### config.mk
export PLATFORM = sky130hd
export DESIGN_NAME = ixc_osf_evsched_flat
export DESIGN_NICKNAME = d
export VERILOG_FILES = /design/src/rtl/ixc_osf_pkg.sv /design/src/rtl/ixc_osf_evsched_if.sv /design/src/rtl/ixc_osf_rr_pick.sv /design/src/rtl/ixc_osf_evsched.sv /design/src/flat_wrapper.sv
export SDC_FILE = /design/constraint.sdc
export NUM_CORES = 1
export LEC_CHECK = 0
export ABC_CLOCK_PERIOD_IN_PS = 2300
export CAP_MARGIN = 10
export CORE_MARGIN = 2
export CORE_UTILIZATION = 53
export CTS_CLUSTER_SIZE = 10
export DETAILED_ROUTE_END_ITERATION = 10
export PLACE_DENSITY = 0.76
export SLEW_MARGIN = 15
export SYNTH_ARGS = -nofsm -noshare
export SYNTH_HDL_FRONTEND = slang
export SYNTH_SLANG_ARGS = --single-unit
### constraint.sdc
create_clock -name uclk -period 2.3 [get_ports uclk]
set_input_delay 0.575 -clock uclk [delete_from_list [all_inputs] [get_ports uclk]]
set_output_delay 0.575 -clock uclk [all_outputs]
set_load 0.01 [all_outputs]
### src/rtl/ixc_osf_pkg.sv
// ----------------------------------------------------------------------------
// ixc_osf_pkg
// Shared types and constants for the OSF event scheduler.
//   state_t      : scheduler FSM states
//   DEF_*        : default requester count / FIFO depth and derived widths
//   rr_wrap_inc  : round-robin pointer increment with wrap at nreq
// ----------------------------------------------------------------------------
package ixc_osf_pkg;

    localparam int DEF_NREQ  = 8;
    localparam int DEF_DEPTH = 4;
    localparam int DEF_IDW   = $clog2(DEF_NREQ);
    localparam int DEF_CRW   = $clog2(DEF_DEPTH + 1);

    typedef enum logic [2:0] {
        S_IDLE,
        S_ARB,
        S_SEND,
        S_STALL,
        S_DONE
    } state_t;

    // Next round-robin start position after granting 'ptr'.
    function automatic int rr_wrap_inc(input int ptr, input int nreq);
        return (ptr + 1 >= nreq) ? 0 : ptr + 1;
    endfunction

endpackage

### src/rtl/ixc_osf_evsched_if.sv
// ----------------------------------------------------------------------------
// ixc_osf_evsched_if
// OSF transaction channel between the event scheduler (master) and the
// OSF GFIFO write side (slave).
//   osf_valid      : write request (master -> slave)
//   osf_id         : requester id carried with osf_valid (master -> slave)
//   osf_tbc        : transaction-to-be-called flag (master -> slave)
//   osf_ready      : FIFO accepts the write this cycle (slave -> master)
//   osf_credit_ret : one FIFO entry freed this cycle (slave -> master)
// ----------------------------------------------------------------------------
interface ixc_osf_evsched_if
    import ixc_osf_pkg::*;
#(
    parameter int IDW = DEF_IDW
);
    logic           osf_valid;
    logic [IDW-1:0] osf_id;
    logic           osf_tbc;
    logic           osf_ready;
    logic           osf_credit_ret;

    modport master (
        output osf_valid,
        output osf_id,
        output osf_tbc,
        input  osf_ready,
        input  osf_credit_ret
    );

    modport slave (
        input  osf_valid,
        input  osf_id,
        input  osf_tbc,
        output osf_ready,
        output osf_credit_ret
    );
endinterface

### src/rtl/ixc_osf_rr_pick.sv
// ----------------------------------------------------------------------------
// ixc_osf_rr_pick
// Combinational round-robin picker: returns the first set request at or
// after ptr, wrapping modulo NREQ.
//   req    : request vector
//   ptr    : start position
//   gnt_id : chosen requester (valid when any=1)
//   any    : at least one request set
// ----------------------------------------------------------------------------
module ixc_osf_rr_pick #(
    parameter int NREQ = 8,
    parameter int IDW  = 3
) (
    input  logic [NREQ-1:0] req,
    input  logic [IDW-1:0]  ptr,
    output logic [IDW-1:0]  gnt_id,
    output logic            any
);
    // Upper copy of req supplies the wrapped-around candidates; only the
    // lower copy is masked below ptr, so the lowest set bit of the masked
    // double vector is the round-robin winner.
    logic [2*NREQ-1:0] w_dbl;
    logic [2*NREQ-1:0] w_masked;

    assign w_dbl = {req, req};

    for (genvar gi = 0; gi < 2 * NREQ; gi++) begin : g_mask
        assign w_masked[gi] = w_dbl[gi] & (gi >= int'(ptr));
    end

    always_comb begin
        gnt_id = '0;
        for (int k = 2 * NREQ - 1; k >= 0; k--) begin
            if (w_masked[k]) begin
                gnt_id = (k >= NREQ) ? IDW'(k - NREQ) : IDW'(k);
            end
        end
    end

    assign any = |req;

endmodule

### src/rtl/ixc_osf_evsched.sv
// ----------------------------------------------------------------------------
// ixc_osf_evsched
// Shares the OSF transaction channel between NREQ event requesters. Rising
// edges on ev_in become pending bits, which are granted round-robin onto the
// OSF FIFO write port, one per handshake, throttled by a FIFO credit count.
// When the pending set drains, emu_call_pre pulses for one cycle.
//   uclk         : user clock
//   rst          : asynchronous active-high reset
//   ev_in        : per-requester event level (rising edge = event)
//   osf          : OSF channel (master side)
//   emu_call_pre : one-cycle pulse when the batch has drained
//   ev_pend      : registered pending bits
//   ev_ovf       : sticky, event merged into an already-pending bit
//   credit_err   : sticky, credit returned while credits were full
// ----------------------------------------------------------------------------
module ixc_osf_evsched
    import ixc_osf_pkg::*;
#(
    parameter int NREQ  = DEF_NREQ,
    parameter int DEPTH = DEF_DEPTH,
    parameter int IDW   = $clog2(NREQ),
    parameter int CRW   = $clog2(DEPTH + 1)
) (
    input  logic              uclk,
    input  logic              rst,
    input  logic [NREQ-1:0]   ev_in,
    ixc_osf_evsched_if.master osf,
    output logic              emu_call_pre,
    output logic [NREQ-1:0]   ev_pend,
    output logic              ev_ovf,
    output logic              credit_err
);
    state_t          r_state;
    state_t          w_state_next;
    logic            r_armed;
    logic [NREQ-1:0] r_hist;
    logic [NREQ-1:0] r_pend;
    logic [CRW-1:0]  r_credits;
    logic [IDW-1:0]  r_rr_ptr;
    logic            r_valid;
    logic [IDW-1:0]  r_id;
    logic            r_tbc;
    logic            r_call_pre;
    logic            r_ovf;
    logic            r_cerr;

    logic [NREQ-1:0] w_evt;
    logic [NREQ-1:0] w_clr;
    logic [NREQ-1:0] w_pend_next;
    logic            w_hs;
    logic            w_merge;
    logic [CRW-1:0]  w_credits_next;
    logic            w_cerr_set;
    logic [IDW-1:0]  w_pick_id;
    logic            w_pick_any;

    // The first edge after reset only loads the history, so a level held
    // high through reset is not mistaken for a new event.
    assign w_evt = r_armed ? (ev_in & ~r_hist) : '0;
    assign w_hs  = r_valid & osf.osf_ready;

    for (genvar gi = 0; gi < NREQ; gi++) begin : g_clr
        assign w_clr[gi] = w_hs && (r_id == IDW'(gi));
    end

    // Set wins over a same-cycle clear of the same bit.
    assign w_pend_next = (r_pend & ~w_clr) | w_evt;
    assign w_merge     = |(w_evt & r_pend & ~w_clr);

    always_comb begin
        w_credits_next = r_credits;
        w_cerr_set     = 1'b0;
        if (w_hs && !osf.osf_credit_ret) begin
            w_credits_next = r_credits - CRW'(1);
        end else if (!w_hs && osf.osf_credit_ret) begin
            if (r_credits == CRW'(DEPTH)) begin
                w_cerr_set = 1'b1;
            end else begin
                w_credits_next = r_credits + CRW'(1);
            end
        end
    end

    ixc_osf_rr_pick #(
        .NREQ (NREQ),
        .IDW  (IDW)
    ) u_pick (
        .req    (r_pend),
        .ptr    (r_rr_ptr),
        .gnt_id (w_pick_id),
        .any    (w_pick_any)
    );

    always_comb begin
        w_state_next = r_state;
        case (r_state)
            S_IDLE: begin
                if ((|r_pend) && (r_credits != '0)) w_state_next = S_ARB;
            end
            S_ARB: begin
                w_state_next = w_pick_any ? S_SEND : S_IDLE;
            end
            S_SEND: begin
                if (w_hs) begin
                    if (|w_pend_next) begin
                        w_state_next = (w_credits_next != '0) ? S_ARB : S_STALL;
                    end else begin
                        w_state_next = S_DONE;
                    end
                end
            end
            S_STALL: begin
                if (r_credits != '0) w_state_next = S_ARB;
            end
            S_DONE: begin
                w_state_next = S_IDLE;
            end
            default: begin
                w_state_next = S_IDLE;
            end
        endcase
    end

    always_ff @(posedge uclk or posedge rst) begin
        if (rst) begin
            r_state <= S_IDLE;
        end else begin
            r_state <= w_state_next;
        end
    end

    // Channel outputs are decoded from the next state so they leave flops.
    always_ff @(posedge uclk or posedge rst) begin
        if (rst) begin
            r_armed    <= 1'b0;
            r_hist     <= '0;
            r_pend     <= '0;
            r_credits  <= CRW'(DEPTH);
            r_rr_ptr   <= '0;
            r_valid    <= 1'b0;
            r_id       <= '0;
            r_tbc      <= 1'b0;
            r_call_pre <= 1'b0;
            r_ovf      <= 1'b0;
            r_cerr     <= 1'b0;
        end else begin
            r_armed    <= 1'b1;
            r_hist     <= ev_in;
            r_pend     <= w_pend_next;
            r_tbc      <= |w_pend_next;
            r_credits  <= w_credits_next;
            r_valid    <= (w_state_next == S_SEND);
            r_call_pre <= (w_state_next == S_DONE);
            if (w_hs) r_rr_ptr <= IDW'(rr_wrap_inc(int'(r_id), NREQ));
            if (r_state == S_ARB) r_id <= w_pick_id;
            if (w_merge) r_ovf <= 1'b1;
            if (w_cerr_set) r_cerr <= 1'b1;
        end
    end

    assign osf.osf_valid = r_valid;
    assign osf.osf_id    = r_id;
    assign osf.osf_tbc   = r_tbc;
    assign emu_call_pre  = r_call_pre;
    assign ev_pend       = r_pend;
    assign ev_ovf        = r_ovf;
    assign credit_err    = r_cerr;

endmodule

### src/flat_wrapper.sv
// flat-port wrapper written by rule: the top's interface ports become plain ports
module ixc_osf_evsched_flat import ixc_osf_pkg::*;
#(
    parameter int NREQ  = DEF_NREQ,
    parameter int DEPTH = DEF_DEPTH,
    parameter int IDW   = $clog2(NREQ),
    parameter int CRW   = $clog2(DEPTH + 1)
)
  (uclk, rst, ev_in, emu_call_pre, ev_pend, ev_ovf, credit_err, osf_osf_valid, osf_osf_id, osf_osf_tbc, osf_osf_ready, osf_osf_credit_ret);
  ixc_osf_evsched_if #(.IDW(IDW)) osf_i ();
  input  logic uclk;
  input  logic rst;
  input  logic [NREQ-1:0] ev_in;
  output logic emu_call_pre;
  output logic [NREQ-1:0] ev_pend;
  output logic ev_ovf;
  output logic credit_err;
  output wire logic [$bits(osf_i.osf_valid)-1:0] osf_osf_valid;
  output wire logic [$bits(osf_i.osf_id)-1:0] osf_osf_id;
  output wire logic [$bits(osf_i.osf_tbc)-1:0] osf_osf_tbc;
  input wire logic [$bits(osf_i.osf_ready)-1:0] osf_osf_ready;
  input wire logic [$bits(osf_i.osf_credit_ret)-1:0] osf_osf_credit_ret;
  assign osf_osf_valid = osf_i.osf_valid;
  assign osf_osf_id = osf_i.osf_id;
  assign osf_osf_tbc = osf_i.osf_tbc;
  assign osf_i.osf_ready = osf_osf_ready;
  assign osf_i.osf_credit_ret = osf_osf_credit_ret;
  ixc_osf_evsched #(.NREQ(NREQ), .DEPTH(DEPTH), .IDW(IDW), .CRW(CRW)) u_core (.uclk(uclk), .rst(rst), .ev_in(ev_in), .osf(osf_i), .emu_call_pre(emu_call_pre), .ev_pend(ev_pend), .ev_ovf(ev_ovf), .credit_err(credit_err));
endmodule
=== Yosys cells after proc, flatten, opt, wreduce, memory -nomap -nowiden ===
Cells that the tools add are included.

* Input port bits: 12
* Flip-flop bits (word level): 34
* Output and inout port bits: 16
* Logic and storage cells: 101

* Equal/unequal tests: 13
* Bitwise logic cells: 15
* Add/sub/neg operators: 3
* Multiplexer cells: 30
* Reduce and logical (&&, ||, !) cells: 20
* $lt $le $gt $ge: 8

{| class="wikitable"
|+ Operators by type and width
! kind !! number
|-
| 2-to-1 mux 3 bit || 23
|-
| AND 8 bit || 4
|-
| OR reduction 8 bit || 3
|-
| equality test 3 bit, second input constant || 6
|-
| NOT 8 bit || 2
|-
| equality test 3 x 2 -> 1 bit, second input constant || 5
|-
| one-hot mux 3 bit (4 select lines) || 1
|-
| logical AND 1 bit || 11
|-
| greater-or-equal comparator 3 bit, first input constant || 3
|-
| AND 1 bit || 8
|-
| 2-to-1 mux 8 bit || 1
|-
| OR 8 bit || 1
|-
| equality test 3 x 1 -> 1 bit, second input constant || 2
|-
| greater-or-equal comparator 1 x 3 -> 1 bit, first input constant || 2
|-
| greater-or-equal comparator 2 x 3 -> 1 bit, first input constant || 2
|-
| logical NOT 3 bit || 2
|-
| nonzero test 3 bit || 2
|-
| adder 3 x 1 -> 4 bit, second input constant || 1
|-
| greater-or-equal comparator 4 bit, second input constant || 1
|-
| 2-to-1 mux 2 bit || 2
|-
| adder 3 x 1 -> 3 bit, second input constant || 1
|-
| 2-to-1 mux 1 bit || 3
|-
| subtractor 3 x 1 -> 3 bit, second input constant || 1
|-
| logical NOT 1 bit || 2
|}

=== Logic depth before layout (Yosys ltp) ===
* Depth in word-level cells: 15
* Depth in mapped cells: 9
* Depth with buffers taken out: 8

=== Hierarchy ===
A second synthesis with hierarchy kept.

* Cell total of the unflattened synthesis: 185
* Area, all modules: 1834.3 um2

{| class="wikitable"
|+ By module, submodules not included
! module !! sequential area each (um2) !! cells an instance !! times used !! area each (um2)
|-
| ixc_osf_evsched || 852.1 || 147 || 1 || 1600.3
|-
| ixc_osf_rr_pick || 0.0 || 38 || 1 || 234.0
|}

=== Worst setup path before layout ===
No wires, ideal clock.

* Kind: register -> register
* From: register u_core.r_id[0] (netlist: u_core.osf.osf_id[0])
* To: register u_core.r_valid (netlist: u_core.osf.osf_valid)
* Stages on the path, launching flop included: 9
* Required time: 2.181 ns
* Buffers on the path: 0
* Setup time: 0.119 ns
* Clock period less this slack: 1.840 ns
* Slack: 0.460 ns
* Arrival: 1.722 ns
* Cells stage by stage: dfrtp_1 ha_1 ha_1 nand3_1 a21boi_1 nand4_1 o31ai_1 o41ai_2 o21a_1

* Cells in the longest elaborated chain, start to end: 10
* Elaborated cells on any way between the ends: 24
* Those cells by class: 8 x eq/ne; 3 x mux; 3 x bitwise; 10 x reduce/logical

{| class="wikitable"
|+ RTL lines
! what !! line !! text
|-
| start: declaration || ixc_osf_evsched.sv:41 || <nowiki>logic [IDW-1:0] r_id;</nowiki>
|-
| start signal: assignment || ixc_osf_evsched.sv:155 || <nowiki>if (r_state == S_ARB) r_id <= w_pick_id;</nowiki>
|-
| equality test 3 x 1 -> 1 bit (tied with other cells) || ixc_osf_evsched.sv:63 || <nowiki>assign w_clr[gi] = w_hs && (r_id == IDW'(gi));</nowiki>
|-
| logical AND 1 bit || ixc_osf_evsched.sv:63 ||
|-
| NOT 8 bit * || ixc_osf_evsched.sv:67 || <nowiki>assign w_pend_next = (r_pend & ~w_clr) | w_evt;</nowiki>
|-
| AND 8 bit * || ixc_osf_evsched.sv:67 ||
|-
| OR 8 bit * || ixc_osf_evsched.sv:67 ||
|-
| OR reduction 8 bit * || ixc_osf_evsched.sv:105 || <nowiki>if (|w_pend_next) begin</nowiki>
|-
| 2-to-1 mux 3 bit * || ixc_osf_evsched.sv:105 ||
|-
| 2-to-1 mux 3 bit * || ixc_osf_evsched.sv:104 || <nowiki>if (w_hs) begin</nowiki>
|-
| one-hot mux 3 bit (4 select lines) * || ixc_osf_evsched.sv:96 || <nowiki>case (r_state)</nowiki>
|-
| net u_core.w_state_next[1] || ixc_osf_evsched.sv:34 || <nowiki>state_t w_state_next;</nowiki>
|-
| equality test 3 x 2 -> 1 bit * || ixc_osf_evsched.sv:152 || <nowiki>r_valid <= (w_state_next == S_SEND);</nowiki>
|-
| end signal: assignment || ixc_osf_evsched.sv:152 ||
|-
| end: declaration || ixc_osf_evsched.sv:40 || <nowiki>logic r_valid;</nowiki>
|}

Mark *: on every way through the listed nets, which the timed path passes. The rest lies on a longest branch.
A chain may end at the register's enable or synchronous reset.

=== Worst setup path after layout ===
* From: input osf_osf_ready
* To: register u_core.r_valid (netlist: u_core.osf.osf_valid)

* Cells in the longest elaborated chain, start to end: 11
* Elaborated cells on any way between the ends: 24
* Those cells by class: 1 x eq/ne; 6 x mux; 4 x bitwise; 13 x reduce/logical

{| class="wikitable"
|+ RTL lines
! what !! line !! text
|-
| start: declaration || flat_wrapper.sv:21 || <nowiki>input wire logic [$bits(osf_i.osf_ready)-1:0] osf_osf_ready;</nowiki>
|-
| AND 1 bit * || ixc_osf_evsched.sv:60 || <nowiki>assign w_hs = r_valid & osf.osf_ready;</nowiki>
|-
| logical NOT 1 bit || ixc_osf_evsched.sv:75 || <nowiki>end else if (!w_hs && osf.osf_credit_ret) begin</nowiki>
|-
| logical AND 1 bit || ixc_osf_evsched.sv:75 ||
|-
| 2-to-1 mux 3 bit || ixc_osf_evsched.sv:75 ||
|-
| 2-to-1 mux 3 bit || ixc_osf_evsched.sv:73 || <nowiki>if (w_hs && !osf.osf_credit_ret) begin</nowiki>
|-
| nonzero test 3 bit || ixc_osf_evsched.sv:106 || <nowiki>w_state_next = (w_credits_next != '0) ? S_ARB : S_STALL;</nowiki>
|-
| 2-to-1 mux 2 bit || ixc_osf_evsched.sv:106 ||
|-
| 2-to-1 mux 3 bit || ixc_osf_evsched.sv:105 ||
|-
| 2-to-1 mux 3 bit * || ixc_osf_evsched.sv:104 ||
|-
| one-hot mux 3 bit (4 select lines) * || ixc_osf_evsched.sv:96 ||
|-
| net u_core.w_state_next[1] || ixc_osf_evsched.sv:34 ||
|-
| equality test 3 x 2 -> 1 bit * || ixc_osf_evsched.sv:152 ||
|}

Marks and branches as above.

==> metrics.cfg <==
[run_status]
outcome=finished, final reports clean

[yosys]
synth_top_area_cell=dfrtp_1
synth_nets=214
yosys.area.top_type_share=0.459
syn_area_um2=1800
synth_area_leaders=dfrtp_1, nand2_1, ha_1, nand3b_1, o21ai_0
syn_area_per_cell_um2=9.32
synthDistinctLibCells=44
ys.flop_type=dfrtp_1
ys_warn_count=0
synth_seq_area_share=0.474
ys_seq_elements=34
synthCells=193
async_flop_share=1.00
synth_enable_flop_cells=0

[worst_setup_path]
critPathKind=primary input to flip-flop
critPathMaxFanout=5
startpoint_type=primary input
critPathLaunch=osf_osf_ready
endpoint_kind=flip-flop
timing.rr.end=u_core.osf.osf_valid
regToRegStartpoint=u_core.osf.osf_id[1]
r2r_cells=8
worst_ep_required_time_ns=2.55
reg2reg_setup_slack_ns=0.22
arrival_ns=2.43
endpoint=u_core.osf.osf_valid

[floorplanning]
initial_core_util=0.547
io-pin-count=28
core_area_um2=3280
die_x_um=62.2
num_rows=21
die_area_um2=3870
die_h_um=62.2

[min_path]
hp-class=flip-flop to flip-flop

[placement]
placed_area_um2=2220
globalplace.congestion=0.886
io_buffers=27
post-dp-hpwl_mm=3.18
dp_slack_ns=-0.260

[sta]
slew_violations=0
skew_ns=0.00423
tns_ns=0
finalSetupViolCount=0
max_freq_mhz=459
min_period_ns=2.18
hold_viol_final=0
whs_ns=0.481
fin_crit_sh=0.948
worst_slack_ns=0.120
rsz0062_at_grt=false

[detailed_routing]
ant_nets=0
vias_per_cell=5.59
dr.pass1.iters=4
wl_mm=4.21
drtIter0Drc=181
drc_errors=0
num_vias=1587
wire_per_inst_um=14.8

[cells_and_area]
multi_input_area_um2=870
ff_latch_area_um2=852
antenna_cells=0
nets=258
final_area_um2=2310
final_common_cell=dfrtp_1
drive_above_1_share=0.126
layout_common_cells=dfrtp_1, nand2_1, clkdlybuf4s50_1
synthToLayoutAreaGrowth_pct=28.6
fill_cells=259

[clocking]
clkLatencyLatePin_ns=0.35
numCtsBuffers=5
clock_sink_count=34
cts_max_level=2
clockBufferDepth=2
cts-root-buf=clkbuf_4
cts_tree=yes
path_clk_slew_ns=0.11
cts.hold.buffers_added=0

[grt]
grt_pass1_vias=1577
grt_pass1_wl_mm=7.38
gr-usage-all-layers=0.244
antenna_found_initial=0
grt_overflow=0
grt_max_degree=35

[power_and_ir_drop]
power.density_nw_per_um2=1060
max-vdd-ir-drop_v=0.000567
leakagePower_nw=0.995

[run]
cap_violations=0

[final cells by class]
class	count	area share
Clock buffer	5	0.0162
Multi-Input combinational cell	138	0.376
Tap cell	46	0.0249
Inverter	14	0.0227
Timing Repair Buffer	44	0.172
Clock inverter	3	0.0195
Sequential cell	34	0.369
[worst max-delay path: stages]
cell and delay (ns):
clkdlybuf4s50_1 0.56, nand2_1 0.15, o21ai_0 0.34, nand4_1 0.19, o31ai_2 0.36, o41ai_2 0.14, o21a_1 0.12
[through the flow]
stage	util	std cells	power (mW)
2_1_floorplan	-	193	1.54
3_3_place_gp	0.675	276	1.94
3_5_place_dp	0.675	276	1.99
4_1_cts	0.700	284	2.45
5_1_grt	0.704	284	2.64
6_report	0.704	284	2.45
[layer usage]
| metal | vias to the layer above | track usage | share of wire |
|---|---|---|---|
| li1 | 769 | - | - |
| met1 | 750 | 0.316 | 0.42 |
| met2 | 60 | 0.404 | 0.50 |
| met3 | 8 | 0.0562 | 0.071 |
| met4 | 0 | 0.0889 | 0.014 |
| met5 | - | 0 | 0 |
[where the power goes]
part	total (mW)	internal (mW)	switching, mW
Combinational	1.02	0.515	0.504
Clock	0.450	0.228	0.222
Sequential	0.982	0.749	0.233
Total	2.45	1.49	0.960
[repair_timing]
item | CTS | global route
setup endpoints to repair | 0 | 1
buffers inserted | 0 | 0
gates resized for setup | 0 | 2
endpoints found under the hold margin | 0 | 0
[cells in the mapped netlist, drive strengths merged, types with 2 or more instances]
cell,count
a41o,2
dfrtp,33
nand4,4
ha,9
nand2b,4
buf,4
o21ai,19
inv,14
nor4,2
clkbuf,3
nor3,5
a21boi,3
a21oi,8
nor2,9
a21o,2
o22ai,3
nand3,5
maj3,2
and2,2
nand2,31
o31ai,2
nand3b,8
[logic make-up (layout without fill, tap and decap cells)]
| family | count (synthesis) | count (layout) | share of synthesized area |
|---|---|---|---|
| flops | 34 | 34 | 0.474 |
| other cells | 1 | 1 | 0.00209 |
| simple gates | 74 | 74 | 0.210 |
| buf+inv | 21 | 66 | 0.0501 |
| compound gates | 51 | 51 | 0.185 |
| fa+ha+maj | 11 | 11 | 0.0738 |
| xor+xnor | 1 | 1 | 0.00487 |
[worst min-delay path by stage]
stage	start	endpoint	slack, ns	depth (start not counted)
floorplan	u_core.credit_err	u_core.credit_err	0.50	1
global placement	u_core.credit_err	u_core.credit_err	0.46	1
detailed placement	u_core.ev_ovf	u_core.ev_ovf	0.46	2
CTS	u_core.ev_ovf	u_core.ev_ovf	0.49	2
global route	u_core.credit_err	u_core.credit_err	0.50	1
finish	u_core.credit_err	u_core.credit_err	0.48	1
[registers in the layout, indices dropped and copies added, names as in the netlist]
name,flops
u_core.ev_pend,8
u_core.r_state,3
u_core.emu_call_pre,1
u_core.r_armed,1
u_core.r_rr_ptr,3
u_core.osf.osf_tbc,1
u_core.osf.osf_valid,1
u_core.r_credits,3
u_core.r_hist,8
u_core.osf.osf_id,3
u_core.ev_ovf,1
u_core.credit_err,1
No activity file was read; power rests on OpenSTA's default activity.
